$ cat config.mk
export PLATFORM = sky130hd
export DESIGN_NAME = ram_port_arbiter
export DESIGN_NICKNAME = d
export VERILOG_FILES = /design/src/rtl/ram_port_arbiter_pkg.sv /design/src/rtl/ram_port_arbiter_sat_counter.sv /design/src/rtl/ram_port_arbiter.sv
export SDC_FILE = /design/constraint.sdc
export NUM_CORES = 1
export LEC_CHECK = 0
export ABC_AREA = 1
export BUFFER_PORTS_ARGS = -buffer_cell sky130_fd_sc_hd__buf_4
export CAP_MARGIN = 0
export CORE_AREA = 2 2 177 179
export DETAILED_ROUTE_END_ITERATION = 12
export DIE_AREA = 0 0 179 181
export GPL_TIMING_DRIVEN = 0
export PLACE_DENSITY = 0.43
export SYNTH_ARGS = -nofsm -noshare
export SYNTH_HDL_FRONTEND = slang
export SYNTH_SLANG_ARGS = --single-unit
$ cat constraint.sdc
create_clock -name clock -period 1.6 [get_ports clock]
set_input_delay 0.16 -clock clock [delete_from_list [all_inputs] [get_ports clock]]
set_output_delay 0.16 -clock clock [all_outputs]
set_load 0.05 [all_outputs]
$ cat src/rtl/ram_port_arbiter_pkg.sv
// Shared types and default widths for the data-RAM port arbiter.
package ram_port_arbiter_pkg;

  localparam int unsigned ADDR_W_DEF = 8;
  localparam int unsigned DATA_W_DEF = 64;
  localparam int unsigned CNT_W_DEF  = 16;

  typedef enum logic [1:0] {
    ST_IDLE  = 2'b00,
    ST_ISSUE = 2'b01,
    ST_RESP  = 2'b10
  } state_t;

  typedef enum logic {
    OWN_CPU = 1'b0,
    OWN_DMA = 1'b1
  } owner_t;

  function automatic owner_t other_owner(input owner_t o);
    return (o == OWN_CPU) ? OWN_DMA : OWN_CPU;
  endfunction

endpackage

$ cat src/rtl/ram_port_arbiter_sat_counter.sv
// N-bit saturating up-counter with asynchronous active-low clear.
module ram_port_arbiter_sat_counter #(
  parameter int unsigned N = 16
) (
  input  logic         clk,
  input  logic         rst_n,
  input  logic         inc,
  output logic [N-1:0] count
);

  localparam logic [N-1:0] MAX = {N{1'b1}};

  always_ff @(posedge clk or negedge rst_n) begin
    if (!rst_n) begin
      count <= '0;
    end else if (inc && (count != MAX)) begin
      count <= count + N'(1);
    end
  end

endmodule

$ cat src/rtl/ram_port_arbiter.sv
// Round-robin sharing of the single data-RAM port between CPU and DMA requesters,
// with a three-state access sequencer and per-requester wait-cycle counters.
module ram_port_arbiter
  import ram_port_arbiter_pkg::*;
#(
  parameter int unsigned ADDR_W = ADDR_W_DEF,
  parameter int unsigned DATA_W = DATA_W_DEF,
  parameter int unsigned CNT_W  = CNT_W_DEF
) (
  input  logic              clock,
  input  logic              reset,
  input  logic              cpu_req,
  input  logic              cpu_we,
  input  logic [ADDR_W-1:0] cpu_addr,
  input  logic [DATA_W-1:0] cpu_wdata,
  output logic              cpu_ack,
  output logic [DATA_W-1:0] cpu_rdata,
  output logic              cpu_stall,
  input  logic              dma_req,
  input  logic              dma_we,
  input  logic [ADDR_W-1:0] dma_addr,
  input  logic [DATA_W-1:0] dma_wdata,
  output logic              dma_ack,
  output logic [DATA_W-1:0] dma_rdata,
  output logic              ram_en,
  output logic              ram_we,
  output logic [ADDR_W-1:0] ram_addr,
  output logic [DATA_W-1:0] ram_wdata,
  input  logic [DATA_W-1:0] ram_rdata,
  output logic [CNT_W-1:0]  cpu_wait_cnt,
  output logic [CNT_W-1:0]  dma_wait_cnt
);

  state_t state, state_nxt;
  owner_t owner, owner_nxt;
  owner_t last_owner, last_owner_nxt;
  logic   txn_we, txn_we_nxt;

  logic              in_issue;
  logic              in_resp;
  logic              sel_we;
  logic [ADDR_W-1:0] sel_addr;
  logic [DATA_W-1:0] sel_wdata;
  logic              other_req;

  always_ff @(posedge clock or negedge reset) begin
    if (!reset) begin
      state      <= ST_IDLE;
      owner      <= OWN_CPU;
      last_owner <= OWN_DMA;
      txn_we     <= 1'b0;
    end else begin
      state      <= state_nxt;
      owner      <= owner_nxt;
      last_owner <= last_owner_nxt;
      txn_we     <= txn_we_nxt;
    end
  end

  // The current owner's request is masked in RESP; only the other side can chain an ISSUE.
  assign other_req = (owner == OWN_CPU) ? dma_req : cpu_req;

  always_comb begin
    state_nxt      = state;
    owner_nxt      = owner;
    last_owner_nxt = last_owner;
    txn_we_nxt     = txn_we;
    case (state)
      ST_IDLE: begin
        if (cpu_req && dma_req) begin
          owner_nxt = other_owner(last_owner);
          state_nxt = ST_ISSUE;
        end else if (cpu_req) begin
          owner_nxt = OWN_CPU;
          state_nxt = ST_ISSUE;
        end else if (dma_req) begin
          owner_nxt = OWN_DMA;
          state_nxt = ST_ISSUE;
        end
      end
      ST_ISSUE: begin
        txn_we_nxt = sel_we;
        state_nxt  = ST_RESP;
      end
      ST_RESP: begin
        last_owner_nxt = owner;
        if (other_req) begin
          owner_nxt = other_owner(owner);
          state_nxt = ST_ISSUE;
        end else begin
          state_nxt = ST_IDLE;
        end
      end
      default: state_nxt = ST_IDLE;
    endcase
  end

  assign in_issue  = (state == ST_ISSUE);
  assign in_resp   = (state == ST_RESP);

  // Request fields are taken live from the registered owner during ISSUE.
  assign sel_we    = (owner == OWN_CPU) ? cpu_we    : dma_we;
  assign sel_addr  = (owner == OWN_CPU) ? cpu_addr  : dma_addr;
  assign sel_wdata = (owner == OWN_CPU) ? cpu_wdata : dma_wdata;

  assign ram_en    = in_issue;
  assign ram_we    = in_issue & sel_we;
  assign ram_addr  = in_issue ? sel_addr  : '0;
  assign ram_wdata = in_issue ? sel_wdata : '0;

  assign cpu_ack   = in_resp & (owner == OWN_CPU);
  assign dma_ack   = in_resp & (owner == OWN_DMA);
  assign cpu_rdata = (cpu_ack && !txn_we) ? ram_rdata : '0;
  assign dma_rdata = (dma_ack && !txn_we) ? ram_rdata : '0;
  assign cpu_stall = cpu_req & ~cpu_ack;

  ram_port_arbiter_sat_counter #(.N(CNT_W)) u_cpu_wait (
    .clk   (clock),
    .rst_n (reset),
    .inc   (cpu_req & ~((owner == OWN_CPU) & (in_issue | in_resp))),
    .count (cpu_wait_cnt)
  );

  ram_port_arbiter_sat_counter #(.N(CNT_W)) u_dma_wait (
    .clk   (clock),
    .rst_n (reset),
    .inc   (dma_req & ~((owner == OWN_DMA) & (in_issue | in_resp))),
    .count (dma_wait_cnt)
  );

endmodule

* Word level (Yosys, flattened, before mapping)
Cells that the tools add are included.
Word-level totals: bits in registers 37, bits of input ports 214, output and inout port bits 237
Operators by class: add/sub/neg operators 2, equality and inequality tests 6, multiplexer cells 20, bitwise operators 13, reduce and logical (&&, ||, !) cells 9
Operator list (number):
- two-way mux 64 bit | 4
- adder 16 x 1 -> 16 bit (second input constant) | 2
- inequality test 16 bit (second input constant) | 2
- two-way mux 8 bit | 2
- two-way mux 1 bit | 9
- AND 1 bit | 8
- two-way mux 2 bit | 3
- one-hot mux 2 bit (3 select lines) | 1
- logical AND 1 bit | 5
- inequality test 4 bit (second input constant) | 1
- inverter 1 bit | 4
- AND reduction 3 bit | 1
- == test 2 x 1 -> 1 bit (second input constant) | 1
- == test 2 bit (second input constant) | 1
- logical NOT 2 bit | 1
- inequality test 2 x 1 -> 1 bit (second input constant) | 1
- one-hot mux 1 bit (2 select lines) | 1
- nonzero test 2 bit | 1
- logical NOT 1 bit | 1
- bitwise OR 1 bit | 1

* Logic depth before layout (Yosys ltp)
Gate-level depths: netlist (run 1).
depth in word-level cells 6, gate-level depth with buffers 10, depth with buffers taken out 10

* Hierarchy
From an unflattened synthesis (run 1), not the netlist that was laid out.
Unflattened totals: cell total of the unflattened synthesis 795, area, all modules 4535.6 µm²
By module, submodules not included:
- ram_port_arbiter | times used 1, cells each 501, area an instance 2473.6 µm²
- ram_port_arbiter_sat_counter | times used 2, cells each 147, area an instance 1031.0 µm²

* Least setup slack after synthesis (run 1)
No wires, ideal clock.
path kind register -> output, start register state[0], end output port cpu_rdata[10], arrival time 2.301 ns, required time 1.440 ns, path slack -0.861 ns, stages on the path, launching flop included 8, buffers on the path 1, path through dfrtp_1 > inv_1 > ha_1 > inv_1 > nor2_2 > nand2_2 > buf_2 > nor2_1
On the way: longest elaborated chain between the ends 4
RTL lines:
- start, declared | RTL line ram_port_arbiter.sv:34 | state_t state, state_nxt;
- start signal, assigned | RTL line ram_port_arbiter.sv:53 | state <= state_nxt;
- == test 2 bit | RTL line ram_port_arbiter.sv:99 | assign in_resp = (state == ST_RESP);
- AND 1 bit | RTL line ram_port_arbiter.sv:111 | assign cpu_ack = in_resp & (owner == OWN_CPU);
- net cpu_ack | RTL line ram_port_arbiter.sv:16 | output logic cpu_ack,
- logical AND 1 bit | RTL line ram_port_arbiter.sv:113 | assign cpu_rdata = (cpu_ack && !txn_we) ? ram_rdata : '0;
- two-way mux 64 bit | RTL line ram_port_arbiter.sv:113
- end, declared | RTL line ram_port_arbiter.sv:17 | output logic [DATA_W-1:0] cpu_rdata,
The timed path passes the listed nets, and every way through them passes these cells.

* Worst setup path after layout (run 1)
start register state[0], end output port cpu_rdata[33]
On the way: longest elaborated chain between the ends 4
RTL lines (RTL line):
- == test 2 bit | ram_port_arbiter.sv:99
- AND 1 bit | ram_port_arbiter.sv:111
- logical AND 1 bit | ram_port_arbiter.sv:113
- two-way mux 64 bit | ram_port_arbiter.sv:113
No other way between the ends.

==> reports/qor.yml, run 1 <==
global_route:
  grt_pass1_vias: 6590
  overflow: 0
  grt_usage_pct: 17.6
  grt_max_degree: 38
  antenna_found_initial: 3
  grt_first_pass_wirelength_mm: 42.9
synth:
  seq_area_frac_synth_pct: 22.2
  yosysWarnings: 0
  syn-mean-instance-area_um2: 5.26
  synthTopCellsByArea: "nor2_1 28%, dfrtp_1 22%, nand2_1 13%"
  synth.top_cell.area_share_pct: 28.0
  synthSimpleGateAreaFrac_pct: 47.6
  synth-compound-area-share_pct: 12.0
  synth_top_family_by_area: "simple AND/OR/NAND/NOR gates"
  netlist_area_um2: 4170
  synth_fa_ha_area_share_pct: 2.40
  yosys.area.top_type: "nor2_1"
  synth_xor_area_share_pct: 1.68
  synth_mux_area_share_pct: 0
  synth_cells: 793
  yosysUniqueCellTypes: 26
  synth-seq-cells: 37
  syn-num-nets: 1015
timing:
  setup_ws_ps: -401
  worst_pin_slew_ps: 559
  rsz0062_at_grt: "yes"
  period_needed_ps: 2000
  finalHoldViolCount: 0
  relSlewSlack_pct: 62.8
  fmax_mhz: 500
  finalSetupViolations: 231
  tns_ps: -68880
  post-route-period-util_pct: 125
  clock_skew_ps: 8.89
  drv_slew: 0
cells_and_area:
  fillCellCount: 3032
  nets: 1529
  layout.cells.non_filler: 1708
  syn2layout_area_growth_pct: 210
  seq_area_um2: 941
  final_layout_size_suffix_gt1_share_pct: 69.3
  multi_input_area_um2: 5030
  mostFrequentLayoutCell: "buf_4"
  most-common-layout-cells: "271 x buf_4, 206 x nor2_4, 129 x buf_6"
routing:
  met1_length_mm: 13.0
  routed.top_layer: "met4"
  met2WireLength_mm: 15.8
  postRouteAntennaNets: 0
  routedWlPerCell_um: 18.4
  totalWireLength_mm: 31.4
  vias: 6945
  met3_wirelength_mm: 2.00
  firstDrtPassIters: 4
  drt_iter0_markers: 232
  via_per_inst: 4.07
  drc: 0
floorplan:
  die_x_um: 179
  floorplan.die_area_um2: 32400
  initial_utilization_pct: 13.7
  core-area_um2: 30300
  io_pins: 451
  chipHeight_um: 181
  placementRows: 64
status:
  status: "finished with violations"
  violations: "negative setup slack"
clocking:
  h-tree-depth: 2
  numClockSinks: 37
  clk_path_buf_depth: 2
  root_buffer: "clkbuf_16"
  cts_buffers: 5
  path_clk_slew_ps: 60
  cts_tree: "built"
  insertion_delay_ps: 300
power_and_ir_drop:
  p_leak_nw: 5.61
  vdd_drop_max_mv: 1.13
  power_density_nw_per_um2: 1780
placement:
  place_hpwl_mm: 24.9
  port-buffer-count: 450
  dp.cells: 1639
  dp_slack_ps: -985
  gp_congestion: 0.903
setup_path:
  crit_required_ps: 1440
  arrival_ps: 1840
  worst_setup_path_end_kind: "output pin"
  critPathKind: "flip-flop to output pin"
  start_kind: "flip-flop"
  cp_max_fo: 10
min_path:
  hold_class: "input port to flip-flop"
flow_run:
  max-cap-violations: 0
per-stage QoR:
step | utilization, % | hold slack [ps] | cell area [um2] | power, mW
after CTS | 37.1 | 177 | 11300 | 19.4
after global placement | 32.1 | 190 | 9740 | 15.5
after floorplan | - | -136 | 5870 | 11.4
after detailed placement | 32.1 | 192 | 9740 | 15.6
after global routing | 42.5 | 197 | 12900 | 24.0
final | 42.5 | 162 | 12900 | 23.0
path summary, 6_finish.rpt:
| path | from | to | slack, ps | depth (start not counted) |
|---|---|---|---|---|
| min in group asynchronous | reset | u_dma_wait.count[14] | 390 | 2 |
| min reg2reg | last_owner | last_owner | 470 | 2 |
| min | cpu_we | txn_we | 160 | 3 |
| max reg2reg | state[1] | u_dma_wait.count[6] | -130 | 9 |
| max in group asynchronous | reset | state[1] | 790 | 2 |
| max | state[0] | cpu_rdata[33] | -400 | 9 |
cell type report:
| class | instances | area share [%] |
|---|---|---|
| clock inverters | 2 | 0.291 |
| flip-flops and latches | 37 | 7.29 |
| diodes | 4 | 0.0776 |
| repair buffers | 506 | 40.5 |
| multi-input cells | 612 | 39.0 |
| plain buffers | 39 | 4.65 |
| clock buffers | 6 | 1.08 |
| well taps | 396 | 3.84 |
| repair inverters | 1 | 0.0485 |
| inverters | 105 | 3.18 |
where the power goes:
| part | switching, mW | internal [mW] |
|---|---|---|
| Combinational | 12.1 | 8.00 |
| Clock | 0.453 | 0.780 |
| Sequential | 0.421 | 1.23 |
| Total | 12.9 | 10.0 |
cell families (layout without fill, tap and decap cells):
family | Yosys count | in the layout
buffers and inverters | 144 | 659
adder cells (fa/ha/maj) | 8 | 8
other | 0 | 4
AND/OR/NAND/NOR | 500 | 500
AO/OA/AOI/OAI | 96 | 96
flip-flops | 37 | 37
XOR/XNOR | 8 | 8
registers in the layout (all words and copies together), names as in the netlist:
register and cells:
last_owner 1, owner 1, state 2, txn_we 1, u_cpu_wait.count 16, u_dma_wait.count 16
what timing repair did:
| action | CTS | global route |
|---|---|---|
| cloned | 2 | 14 |
| endpoints found under the setup margin | 236 | 238 |
| hold endpoints to repair | 36 | 0 |
| pin swaps | 8 | 65 |
| resized for setup | 372 | 316 |
| hold buffers | 1 | 0 |
| buffers inserted | 18 | 25 |
per-layer routing:
layer | GRT usage [%] | vias to the layer above
li1 | - | 3455
met1 | 22.0 | 3238
met2 | 30.4 | 223
met3 | 3.96 | 29
met4 | 4.16 | 0
met5 | 0 | -
Yosys cell counts (all sizes together):
master  number
nor2       317
nand2      146
inv        105
o21ai       91
dfrtp       36
buf         23
nand3       21
clkbuf      16
nand4       10
ha           8
xnor2        5
nand3b       3
xor2         3
o22ai        2
or2          2
a21oi        1
dfstp        1
nor3         1
o211ai       1
o21a         1
critical path: stages (launching register included):
cell     delay (ps)
dfrtp_1         400
inv_2            80
ha_4            170
inv_4            40
nor2_4          160
nand2_8          70
buf_12          170
buf_12          160
nor2_4          120
buf_8           150
Note: power is estimated with default switching activity, not from simulation.
==> run 2, diff against run 1 <==
PLACE_DENSITY = 0.42   (was 0.43)
clock period = 2 ns   (was 1.6 ns; I/O delays follow)
==> reports/qor.yml, run 2 (same netlist as run 1, synthesis figures left out) <==
setup_path:
  worstReg2RegEnd: "u_dma_wait.count[6]"  # unchanged
  reg2reg_depth: 10  # was 9
  crit_required_ps: 1800  # was 1440 ps
  reg2reg_slack_ps: 140  # was -130 ps
  startpoint: "state[0]"  # unchanged
  endpoint: "dma_rdata[34]"  # was cpu_rdata[33]
  worst_setup_path_end_kind: "output pin"  # unchanged
  arrival_ps: 1810  # was 1840 ps
  start_kind: "flip-flop"  # unchanged
  rr_startpoint: "state[0]"  # was state[1]
  critPathKind: "flip-flop to output pin"  # unchanged
  cp_max_fo: 6  # was 10
global_route:
  grt_first_pass_wirelength_mm: 41.0  # was 42.9 mm
  grt_usage_pct: 16.6  # was 17.6%
  overflow: 0  # unchanged
  antenna_found_initial: 2  # was 3
  grt_max_degree: 38  # unchanged
  grt_pass1_vias: 6424  # was 6,590
power_and_ir_drop:
  power_density_nw_per_um2: 1320  # was 1780 nW/um2
  p_leak_nw: 5.23  # was 5.61 nW
  vdd_drop_max_mv: 0.650  # was 1.13 mV
timing:
  period_needed_ps: 2010
  fmax_mhz: 497
  setup_ws_ps: -12.6  # was -401 ps
  rsz0062_at_grt: "yes"  # unchanged
  finalHoldViolCount: 0  # unchanged
  post-route-period-util_pct: 101
  finalSetupViolations: 3  # was 231
  relSlewSlack_pct: 63.3  # was 62.8%
  clock_skew_ps: 5.45  # was 8.89 ps
  worst_pin_slew_ps: 550  # was 559 ps
  drv_slew: 0  # unchanged
status:
  violations: "negative setup slack"  # unchanged
  status: "finished with violations"  # unchanged
floorplan:
  die_x_um: 179  # unchanged
  floorplan.die_area_um2: 32400  # unchanged
  initial_utilization_pct: 13.7  # unchanged
  placementRows: 64  # unchanged
  core-area_um2: 30300  # unchanged
  io_pins: 451  # unchanged
  chipHeight_um: 181  # unchanged
routing:
  drt_iter0_markers: 208  # was 232
  totalWireLength_mm: 28.9  # was 31.4 mm
  drc: 0  # unchanged
  postRouteAntennaNets: 0  # unchanged
  routedWlPerCell_um: 17.3  # was 18.4 um
  vias: 6539  # was 6,945
  firstDrtPassIters: 4  # unchanged
  via_per_inst: 3.90  # was 4.07
clocking:
  root_buffer: "clkbuf_16"  # unchanged
  clk_path_buf_depth: 2  # unchanged
  h-tree-depth: 2  # unchanged
  insertion_delay_ps: 280  # was 300 ps
  numClockSinks: 37  # unchanged
  cts_tree: "built"  # unchanged
  path_clk_slew_ps: 60  # about the same
  cts_buffers: 5  # unchanged
cells_and_area:
  syn2layout_area_growth_pct: 170  # was 210%
  finalInstanceArea_um2: 11300  # was 12,900 um2
  most-common-layout-cells: "311 x buf_4, 184 x nor2_4, 140 x nand2_1"  # was 271 x buf_4, 206 x nor2_4, 129 x buf_6
  mostFrequentLayoutCell: "buf_4"  # unchanged
  reg_top3: "u_cpu_wait.count (16), u_dma_wait.count (16), state (2)"  # unchanged
  final_util_pct: 37.1  # was 42.5%
  nets: 1500  # was 1,529
  final_layout_size_suffix_gt1_share_pct: 59.7  # was 69.3%
placement:
  gp_congestion: 0.843  # was 0.903
  port-buffer-count: 450  # unchanged
  post_dp_cell_area_um2: 9480  # was 9740 um2
  place_hpwl_mm: 24.0  # was 24.9 mm
min_path:
  hold_class: "input port to flip-flop"  # unchanged
  min_from: "cpu_we"  # unchanged
  hold_path_depth: 3  # unchanged
flow_run:
  max-cap-violations: 0  # unchanged
==> run 2: power by group <==
part / leakage [nW] / switching, mW / total [mW] / internal [mW]
logic: 4.66 / 8.23 / 12.6 / 4.37
clock network: 0.0831 / 0.334 / 0.957 / 0.623
registers: 0.489 / 0.307 / 1.28 / 0.975
total: 5.23 / 8.87 / 14.8 / 5.96
==> run 2: per-layer routing <==
layer  wire [um]  vias up  share of wire [%]  global-route usage (%)
li1            -     3388                  -                       -
met4         586        2                2.0                    3.93
met5           9        -              0.031                       0
met2       14900      196                 52                    30.0
met3        1610       22                5.6                    2.74
met1       11800     2931                 41                    20.3
==> run 2: final cells by class <==
type	count	area [um2]
Inverter	105	404
Clock inverter	2	37.5
Multi-Input combinational cell	614	4190
Timing Repair Buffer	477	4570
Antenna cell	1	2.50
Clock buffer	6	139
Buffer	38	483
Tap cell	396	495
Fill cell	3199	19100
Sequential cell	37	930
==> run 2: how the worst min path moves through the flow <==
stage / slack (ps) / to
floorplan: -100 / owner
global placement: 230 / u_dma_wait.count[13]
detailed placement: 230 / u_dma_wait.count[13]
CTS: 210 / txn_we
global route: 250 / txn_we
finish: 210 / txn_we
==> run 2: worst max-delay path, cell delays in order (launching register included) <==
cell and delay, ps:
dfrtp_2 420, inv_4 70, ha_4 170, nand2_4 60, clkinvlp_4 110, nand2_8 90, buf_12 160, buf_12 140
nor2_4 140, buf_8 160
==> run 2: stage by stage <==
step                      hold slack (ps)  setup TNS (ps)  power [mW]  instances  setup WS (ps)
final                                 213           -15.4        14.8       1676          -12.6
after global placement                232          -26750        12.1       1639           -617
after global routing                  246           -4780        15.6       1676          -72.9
after floorplan                     -95.6           -1430        8.76        793           -131
after detailed placement              232          -30210        12.1       1639           -688
after CTS                             210           -1260        14.3       1664          -33.5
==> run 2: what timing repair did <==
action / in CTS / in global routing
endpoints found under the setup margin: 202 / 182
setup buffers: 15 / 4
cloned: 1 / 8
endpoints found under the hold margin: 36 / 0
hold buffers: 1 / 0
pin swaps: 3 / 11
gates resized for setup: 223 / 165
